[src/rtl/nx_mesh_host.sv]
// Host endpoint for the mesh stream pair: FIFO-buffered TX/RX, 1-cycle latency, ready = !full.
// Sequences the mesh trigger so it fires only once all queued inbound traffic has left.

module nx_mesh_fifo #(
   parameter int W     = 32,
   parameter int DEPTH = 4
) (
   input  logic         clk,
   input  logic         rst_n,
   input  logic [W-1:0] in_dat,
   input  logic         in_vld,
   output logic         in_rdy,
   output logic [W-1:0] out_dat,
   output logic         out_vld,
   input  logic         out_rdy
);
   localparam int AW = $clog2(DEPTH);
   localparam int PW = AW + 1;

   logic [PW-1:0] wr_q, wr_d, rd_q, rd_d;
   logic [W-1:0]  mem_q [DEPTH];
   logic [W-1:0]  mem_d [DEPTH];
   logic          full, empty, push, pop;

   // Extra pointer bit distinguishes full from empty when the indices match.
   assign empty   = (wr_q == rd_q);
   assign full    = (wr_q[PW-1] != rd_q[PW-1]) && (wr_q[AW-1:0] == rd_q[AW-1:0]);
   assign in_rdy  = !full;
   assign out_vld = !empty;
   assign out_dat = mem_q[rd_q[AW-1:0]];
   assign push    = in_vld && !full;
   assign pop     = out_rdy && !empty;

   always_comb begin
      mem_d = mem_q;
      wr_d  = wr_q;
      rd_d  = rd_q;
      if (push) begin
         mem_d[wr_q[AW-1:0]] = in_dat;
         wr_d                = wr_q + PW'(1);
      end
      if (pop) begin
         rd_d = rd_q + PW'(1);
      end
   end

   always_ff @(posedge clk or negedge rst_n) begin
      if (!rst_n) begin
         wr_q  <= '0;
         rd_q  <= '0;
         mem_q <= '{default: '0};
      end else begin
         wr_q  <= wr_d;
         rd_q  <= rd_d;
         mem_q <= mem_d;
      end
   end
endmodule

module nx_mesh_host #(
   parameter int STREAM_WIDTH = 32,
   parameter int TX_DEPTH     = 4,
   parameter int RX_DEPTH     = 4,
   parameter int TRIGGER_GAP  = 2,
   parameter int COUNT_WIDTH  = 16
) (
   input  logic                    clk_i,
   input  logic                    rst_i,
   input  logic [STREAM_WIDTH-1:0] host_tx_data_i,
   input  logic                    host_tx_valid_i,
   output logic                    host_tx_ready_o,
   output logic [STREAM_WIDTH-1:0] host_rx_data_o,
   output logic                    host_rx_valid_o,
   input  logic                    host_rx_ready_i,
   input  logic                    host_trigger_i,
   output logic                    host_trigger_busy_o,
   output logic [STREAM_WIDTH-1:0] mesh_ib_data_o,
   output logic                    mesh_ib_valid_o,
   input  logic                    mesh_ib_ready_i,
   input  logic [STREAM_WIDTH-1:0] mesh_ob_data_i,
   input  logic                    mesh_ob_valid_i,
   output logic                    mesh_ob_ready_o,
   output logic                    trigger_o,
   output logic [COUNT_WIDTH-1:0]  tx_count_o,
   output logic [COUNT_WIDTH-1:0]  rx_count_o,
   output logic [COUNT_WIDTH-1:0]  trig_count_o
);
   localparam int GW = (TRIGGER_GAP > 1) ? $clog2(TRIGGER_GAP) : 1;

   typedef enum logic [1:0] {S_IDLE, S_DRAIN, S_FIRE, S_GAP} state_t;

   state_t                 state_q;
   logic                   trig_q;
   logic [GW-1:0]          gap_q;
   logic [COUNT_WIDTH-1:0] tx_cnt_q, tx_cnt_d;
   logic [COUNT_WIDTH-1:0] rx_cnt_q, rx_cnt_d;
   logic [COUNT_WIDTH-1:0] tg_cnt_q, tg_cnt_d;

   nx_mesh_fifo #(.W(STREAM_WIDTH), .DEPTH(TX_DEPTH)) u_tx_fifo (
      .clk     (clk_i),
      .rst_n   (rst_i),
      .in_dat  (host_tx_data_i),
      .in_vld  (host_tx_valid_i),
      .in_rdy  (host_tx_ready_o),
      .out_dat (mesh_ib_data_o),
      .out_vld (mesh_ib_valid_o),
      .out_rdy (mesh_ib_ready_i)
   );

   nx_mesh_fifo #(.W(STREAM_WIDTH), .DEPTH(RX_DEPTH)) u_rx_fifo (
      .clk     (clk_i),
      .rst_n   (rst_i),
      .in_dat  (mesh_ob_data_i),
      .in_vld  (mesh_ob_valid_i),
      .in_rdy  (mesh_ob_ready_o),
      .out_dat (host_rx_data_o),
      .out_vld (host_rx_valid_o),
      .out_rdy (host_rx_ready_i)
   );

   // The TX FIFO head is the inbound valid, so "FIFO empty" and "no valid" coincide.
   always_ff @(posedge clk_i or negedge rst_i) begin
      if (!rst_i) begin
         state_q <= S_IDLE;
         trig_q  <= 1'b0;
         gap_q   <= '0;
      end else begin
         trig_q <= 1'b0;
         case (state_q)
            S_IDLE: begin
               if (host_trigger_i) state_q <= S_DRAIN;
            end
            S_DRAIN: begin
               if (!mesh_ib_valid_o) begin
                  state_q <= S_FIRE;
                  trig_q  <= 1'b1;
               end
            end
            S_FIRE: begin
               state_q <= S_GAP;
               gap_q   <= '0;
            end
            S_GAP: begin
               if (gap_q == GW'(TRIGGER_GAP - 1)) state_q <= S_IDLE;
               else                               gap_q   <= gap_q + GW'(1);
            end
            default: state_q <= S_IDLE;
         endcase
      end
   end

   always_comb begin
      tx_cnt_d = tx_cnt_q;
      rx_cnt_d = rx_cnt_q;
      tg_cnt_d = tg_cnt_q;
      if (mesh_ib_valid_o && mesh_ib_ready_i) tx_cnt_d = tx_cnt_q + COUNT_WIDTH'(1);
      if (mesh_ob_valid_i && mesh_ob_ready_o) rx_cnt_d = rx_cnt_q + COUNT_WIDTH'(1);
      if (state_q == S_FIRE)                  tg_cnt_d = tg_cnt_q + COUNT_WIDTH'(1);
   end

   always_ff @(posedge clk_i or negedge rst_i) begin
      if (!rst_i) begin
         tx_cnt_q <= '0;
         rx_cnt_q <= '0;
         tg_cnt_q <= '0;
      end else begin
         tx_cnt_q <= tx_cnt_d;
         rx_cnt_q <= rx_cnt_d;
         tg_cnt_q <= tg_cnt_d;
      end
   end

   assign trigger_o           = trig_q;
   assign host_trigger_busy_o = (state_q != S_IDLE);
   assign tx_count_o          = tx_cnt_q;
   assign rx_count_o          = rx_cnt_q;
   assign trig_count_o        = tg_cnt_q;
endmodule

[config.mk]
export PLATFORM = sky130hd
export DESIGN_NAME = nx_mesh_host
export DESIGN_NICKNAME = d
export VERILOG_FILES = /design/src/rtl/nx_mesh_host.sv
export SDC_FILE = /design/constraint.sdc
export NUM_CORES = 1
export LEC_CHECK = 0
export CORE_UTILIZATION = 51
export CTS_BUF_LIST = sky130_fd_sc_hd__clkbuf_16
export DETAILED_ROUTE_END_ITERATION = 12
export PLACE_DENSITY = 0.77
export SYNTH_ARGS = -nofsm -noshare
export SYNTH_HDL_FRONTEND = slang
export SYNTH_HIERARCHICAL = 1
export SYNTH_SLANG_ARGS = --single-unit
[constraint.sdc]
create_clock -name clk_i -period 1.8 [get_ports clk_i]
set_input_delay 0.18 -clock clk_i [delete_from_list [all_inputs] [get_ports clk_i]]
set_output_delay 0.18 -clock clk_i [all_outputs]
set_load 0.005 [all_outputs]
[After elaboration in Yosys (flattened, before gate mapping)]
Cells that the tools add are included.
Operators by class
  $add $sub $neg: 8
  $mul: 0
  divide/modulo/power cells: 0
  magnitude comparators: 6
  equal/unequal tests: 12
  shift-type cells: 0
  mux-type cells: 20
  bitwise operators: 4
  reduce and logical (&&, ||, !) cells: 16
Operator list (number)
  128-bit bitwise mux: 2
  32-bit two-way mux: 6
  32-bit binary-select mux with 2-bit select: 2
  32-bit demux with 2-bit select: 2
  16-bit by 1-bit adder with 16-bit output, second input constant: 3
  3-bit by 1-bit adder with 3-bit output, second input constant: 4
  3-bit greater-or-equal comparator, second input constant: 4
  2-bit NOT with 3-bit output: 4
  1-bit logical AND: 8
  2-bit one-hot mux with 4 select lines: 1
  3-bit == test: 2
  3-bit by 1-bit less-than comparator with 1-bit output, second input constant: 2
  2-bit two-way mux: 3
  2-bit == test: 2
  2-bit == test, second input constant: 2
  1-bit logical NOT: 4
  2-bit != test, second input constant: 2
  2-bit nonzero test: 2
  1-bit two-way mux: 3
  3-bit AND reduction: 1
  2-bit by 1-bit == test with 1-bit output, second input constant: 1
  2-bit logical NOT: 1
  1-bit != test: 2
  2-bit by 1-bit != test with 1-bit output, second input constant: 1
  2 further kinds: 2
Storage, ports and cells
  flip-flop bits (word level): 320
  bits in latches: 0
  memory bits (writable): 0
  memory bits (read-only): 0
  input port bits: 71
  output and inout bits: 118
  word-level logic and storage cells: 84
  memories: 0

[Logic depth before layout (Yosys ltp)]
  depth in word-level cells: 6
  mapped depth: 8
  depth with buffers taken out: 7

[By module]
Netlist, hierarchy kept.
By module, submodules not included
  nx_mesh_fifo: instances 2, cells an instance 353, area an instance 6523.8 um2, seq. area each 3353.2 um2
  nx_mesh_host: instances 1, cells an instance 194, area an instance 2328.5 um2, seq. area each 1301.2 um2

[Worst setup path after synthesis]
Ideal clock, no wire load.
  kind: register -> register
  start: register u_tx_fifo.rd_q[1]
  end: register tx_cnt_q[8], in the netlist tx_count_o[8]
  setup time: 126 ps
  arrival time: 1903 ps
  required time: 1674 ps
  path slack: -229 ps
  stages on the path, launching flop included: 8
  buffers on the path: 1
  period minus slack after synthesis: 2029 ps
  path through: dfrtp_1 -> buf_4 -> xnor2_2 -> nand3_1 -> nand3_1 -> nor2_2 -> and3_1 -> xor2_1
On the way
  word-level cells in the longest chain between the ends: 3
RTL lines
  from (decl): line 20  | logic [PW-1:0] wr_q, wr_d, rd_q, rd_d;
  from (signal assigned): line 54  | rd_q <= rd_d;
  3-bit == test: line 26  | assign empty = (wr_q == rd_q);
  1-bit logical NOT: line 29  | assign out_vld = !empty;
  net mesh_ib_valid_o: line 78  | output logic mesh_ib_valid_o,
  1-bit logical AND: line 156  | if (mesh_ib_valid_o && mesh_ib_ready_i) tx_cnt_d = tx_cnt_q + COUNT_WIDTH'(1);
  to (signal assigned): line 167  | tx_cnt_q <= tx_cnt_d;
  to (decl): line 95  | logic [COUNT_WIDTH-1:0] tx_cnt_q, tx_cnt_d;
The timed path passes the listed nets, and every way through them passes these cells.
A chain may end at the register's enable or synchronous reset.

[Worst setup path after layout]
  start: register u_rx_fifo.rd_q[0]
  end: register u_rx_fifo/mem_q[109] (netlist bit)
On the way
  word-level cells in the longest chain between the ends: 4
RTL lines
  from (decl): line 20
  from (signal assigned): line 54
  2-bit == test: line 27  | assign full = (wr_q[PW-1] != rd_q[PW-1]) && (wr_q[AW-1:0] == rd_q[AW-1:0]);
  1-bit logical AND: line 27
  1-bit logical NOT: line 31  | assign push = in_vld && !full;
  1-bit logical AND: line 31
  to (signal assigned): line 55  | mem_q <= mem_d;
  to (decl): line 21  | logic [W-1:0] mem_q [DEPTH];
No other way between the ends.

==> run metrics <==
Comb pwr share=around half; clock buffer count from CTS=36; Die X-Extent=176 microns; Initial Util=between 50% and 60%; DRT Wirelength=around 39,000 microns; Hold Path Class=input pin to asynchronous set/reset pin; Buf/Inv on CP=7; CTS tree=yes; overall power=roughly 42 mW; Synth top area share=approximately 52%; Routed Antenna Nets=0; Root Driver=clkbuf_16; hold slack=194 ps; Syn Nets=~1,000; Die Y=around 180 microns; number of synthesized flops with an enable pin=0; DRC=0; initial antenna violation count=1; f_max=about 0.47 GHz; main flop type after synthesis=dfrtp_1; max incr delay on CP=~420 ps; Final min period=approximately 2100 ps; number of distinct library cells after synthesis=39; Flop pwr share=between 30% and 40%; Clock transition at path regs=~60 ps; #FFs+latches synth=320; first-pass GRT wire length=58,800 microns; VDD IR max=between 1500 and 2000 uV; 1st-iter DRT viols=just over 400; vias in the first global route=roughly 9.9k; Clock power frac=approximately 18%; max_cap viols=0; fin worst setup slack=-328 ps; Cell Area, Synth=0.0154 sq mm; delay-heaviest family, CP=buffers and inverters; Yosys warning total=6; Overflow after GRT=0; R2R setup slack=-330 ps; Total GRT Usage=approximately a quarter; via count=around 9k; sequential share of the synthesized area=52.1%; critical path type=flip-flop to flip-flop; core area=between 0.02 and 0.03 sq mm; PD cells=2020 mW/mm^2; Synth area leaders=dfrtp_1, mux2_4, mux4_2; die footprint=roughly 0.031 sq mm; RePlAce Congestion=0.798; P&R area growth vs syn=35.7%; Finished Layout Cells=1,652; headroom to the max-slew limit=about 68%; Setup crit end kind=flip-flop; clk_lat worst skew=~520 ps; Final Skew=19.9 ps; status=complete, but fails checks; Detailed Place HPWL=21,700 microns; RSZ-0062 raised after global routing=yes; Critical Path Start Type=flip-flop; fin crit share=118%; Least-Margin Pin Slew=roughly 480 ps; PortBufs=roughly 190; violated checks=negative setup slack; fraction of registers with async set/reset=100%; final setup violation count=336; drt first pass iters=4; vias per inst=5.48; htree depth=2; R2R cell count=10; nets@finish=roughly 1.3k; crit-path cells=buf_12, buf_6, xnor2_4, buf_6, buf_12, a31oi_4, buf_12, buf_12, buf_16, mux2_4; Slowest-stage cell, CP=dfrtp_2; worst path arrival time=around 2500 ps; critical path fanouts, max=7; clk buf depth=3; share of cells above drive strength 1=~52%; routed len/inst=around 23 microns; placed insts=~1.5k; most frequent CP cell=buf_12; boundary pin count=approximately 190; LEAKAGE=between 9 and 10 nW; largest net degree at the start of global routing=53; mean post-synth cell area=~17 sq um; Int Pwr=a little under 30 mW; final hold violation count=0; post-synth top area cell=dfrtp_1; sw frac=around a third; Worst Path Required=about 2200 ps; post-synthesis cell count=900; Sink Count=320; Crit Reg-Reg Startpoint=u_rx_fifo/rd_q[0]$_DFFE_PN0P_; Slew Limit Fails=0; reg2reg end=u_rx_fifo/mem_q[109]$_DFFE_PN0P_; NetSw=between 10 and 15 mW; site row count=63
final cells by class:
cell class | instances | area (sq um)
diodes | 1 | 2.50
clock buffers | 38 | 951
clock inverters | 28 | 245
fillers | 1877 | 8770
inverters | 14 | 52.6
multi-input cells | 525 | 7210
flip-flops and latches | 320 | 8020
well taps | 390 | 488
repair buffers | 336 | 3910
power by group through the flow:
stage	sequential [mW]	combinational [mW]	clock, mW
after floorplan	12.2	12.2	0
after global placement	13.1	18.3	0
after detailed placement	13.1	18.8	0
after CTS	13.0	20.7	7.50
after global routing	13.5	22.8	7.85
final	13.2	21.6	7.38
cell usage in the layout, fill, tap and decap left out, types with 4 or more instances in the layout:
master,count
a31oi_4,8
and3_1,5
buf_12,44
buf_16,17
buf_2,55
buf_4,45
buf_6,39
buf_8,10
bufinv_16,4
clkbuf_16,43
clkdlybuf4s50_1,118
clkinv_1,7
clkinv_2,9
dfrtp_1,316
ha_1,18
inv_1,18
mux2_2,15
mux2_4,249
mux4_2,64
nand2_1,23
nand2_4,4
nand3_1,14
nand3_2,4
nand4_1,10
nor2_1,8
o311ai_0,5
xnor2_1,33
xnor2_4,4
xor2_1,21
synthesized netlist by cell type, drive strengths merged (2+ instances only):
master and count:
nand3 21, xor2 24, o31ai 2, ha 18, o311ai 6, clkbuf 6, and3 6, nor2 14
mux2 264, nor3 4, nor4 3, nand4 12, xnor2 37, nand2 29, o31a 2, mux4 64
dfrtp 320, o21ai 3, buf 35, a31oi 10, inv 14
logic make-up after synthesis:
family,count (synthesis),synth area share (%)
muxes,328,34.5
adders and majority gates,18,1.46
and+or+nand+nor,93,3.34
AOI/OAI and AO/OA,25,1.94
xor gates and xnor gates,61,3.91
DFF,320,52.1
buffers and inverters,55,2.73
worst max path at each step:
stage                                  endpoint  slack, ps  cells after the start                          start
6_report       u_rx_fifo/mem_q[109]$_DFFE_PN0P_       -330                     10  u_rx_fifo/rd_q[0]$_DFFE_PN0P_
3_3_place_gp                 mesh_ib_data_o[26]       -220                      3  u_tx_fifo/rd_q[0]$_DFFE_PN0P_
4_1_cts                      mesh_ib_data_o[19]       -340                      4  u_tx_fifo/rd_q[0]$_DFFE_PN0P_
5_1_grt                      host_rx_data_o[19]       -390                      5  u_rx_fifo/rd_q[0]$_DFFE_PN0P_
3_5_place_dp                 mesh_ib_data_o[19]       -210                      3  u_tx_fifo/rd_q[0]$_DFFE_PN0P_
2_1_floorplan         tx_count_o[8]$_DFFE_PN0P_        -40                      7  u_tx_fifo/rd_q[1]$_DFFE_PN0P_
sequential cells by signal (all words and copies together) (netlist names):
register and cells:
u_rx_fifo/mem_q 128, u_tx_fifo/mem_q 128, rx_count_o 16, trig_count_o 16, tx_count_o 16, u_rx_fifo/rd_q 3
u_rx_fifo/wr_q 3, u_tx_fifo/rd_q 3, u_tx_fifo/wr_q 3, state_q 2, gap_q 1, trigger_o 1
metal layers:
layer | part of all wire, % | GRT usage [%] | vias up | wire length [microns]
li1 | - | - | 3974 | -
met5 | 0 | 0 | - | 0
met2 | 50 | 41.1 | 274 | 19200
met1 | 41 | 32.6 | 4722 | 16000
met4 | 3.5 | 9.42 | 0 | 1330
met3 | 5.2 | 4.85 | 83 | 2020
metrics by stage:
stage | setup TNS, ps | util (%) | worst slack (ps) | instance area [sq um]
floorplan | -43.6 | - | -43.6 | 15400
global placement | -11880 | 61.7 | -224 | 18300
detailed placement | -14350 | 61.7 | -209 | 18300
CTS | -72490 | 69.3 | -335 | 20500
global route | -89000 | 70.4 | -385 | 20900
finish | -72150 | 70.4 | -328 | 20900
repair_timing:
action                                  4_1_cts  5_1_grt
endpoints found under the hold margin       107        0
cloned                                       21        5
pin swaps                                    13       15
gates resized for setup                     374       66
hold buffers                                  1        0
buffers inserted                             46       17
endpoints found under the setup margin      318      350
Note: power is estimated with default switching activity, not from simulation.
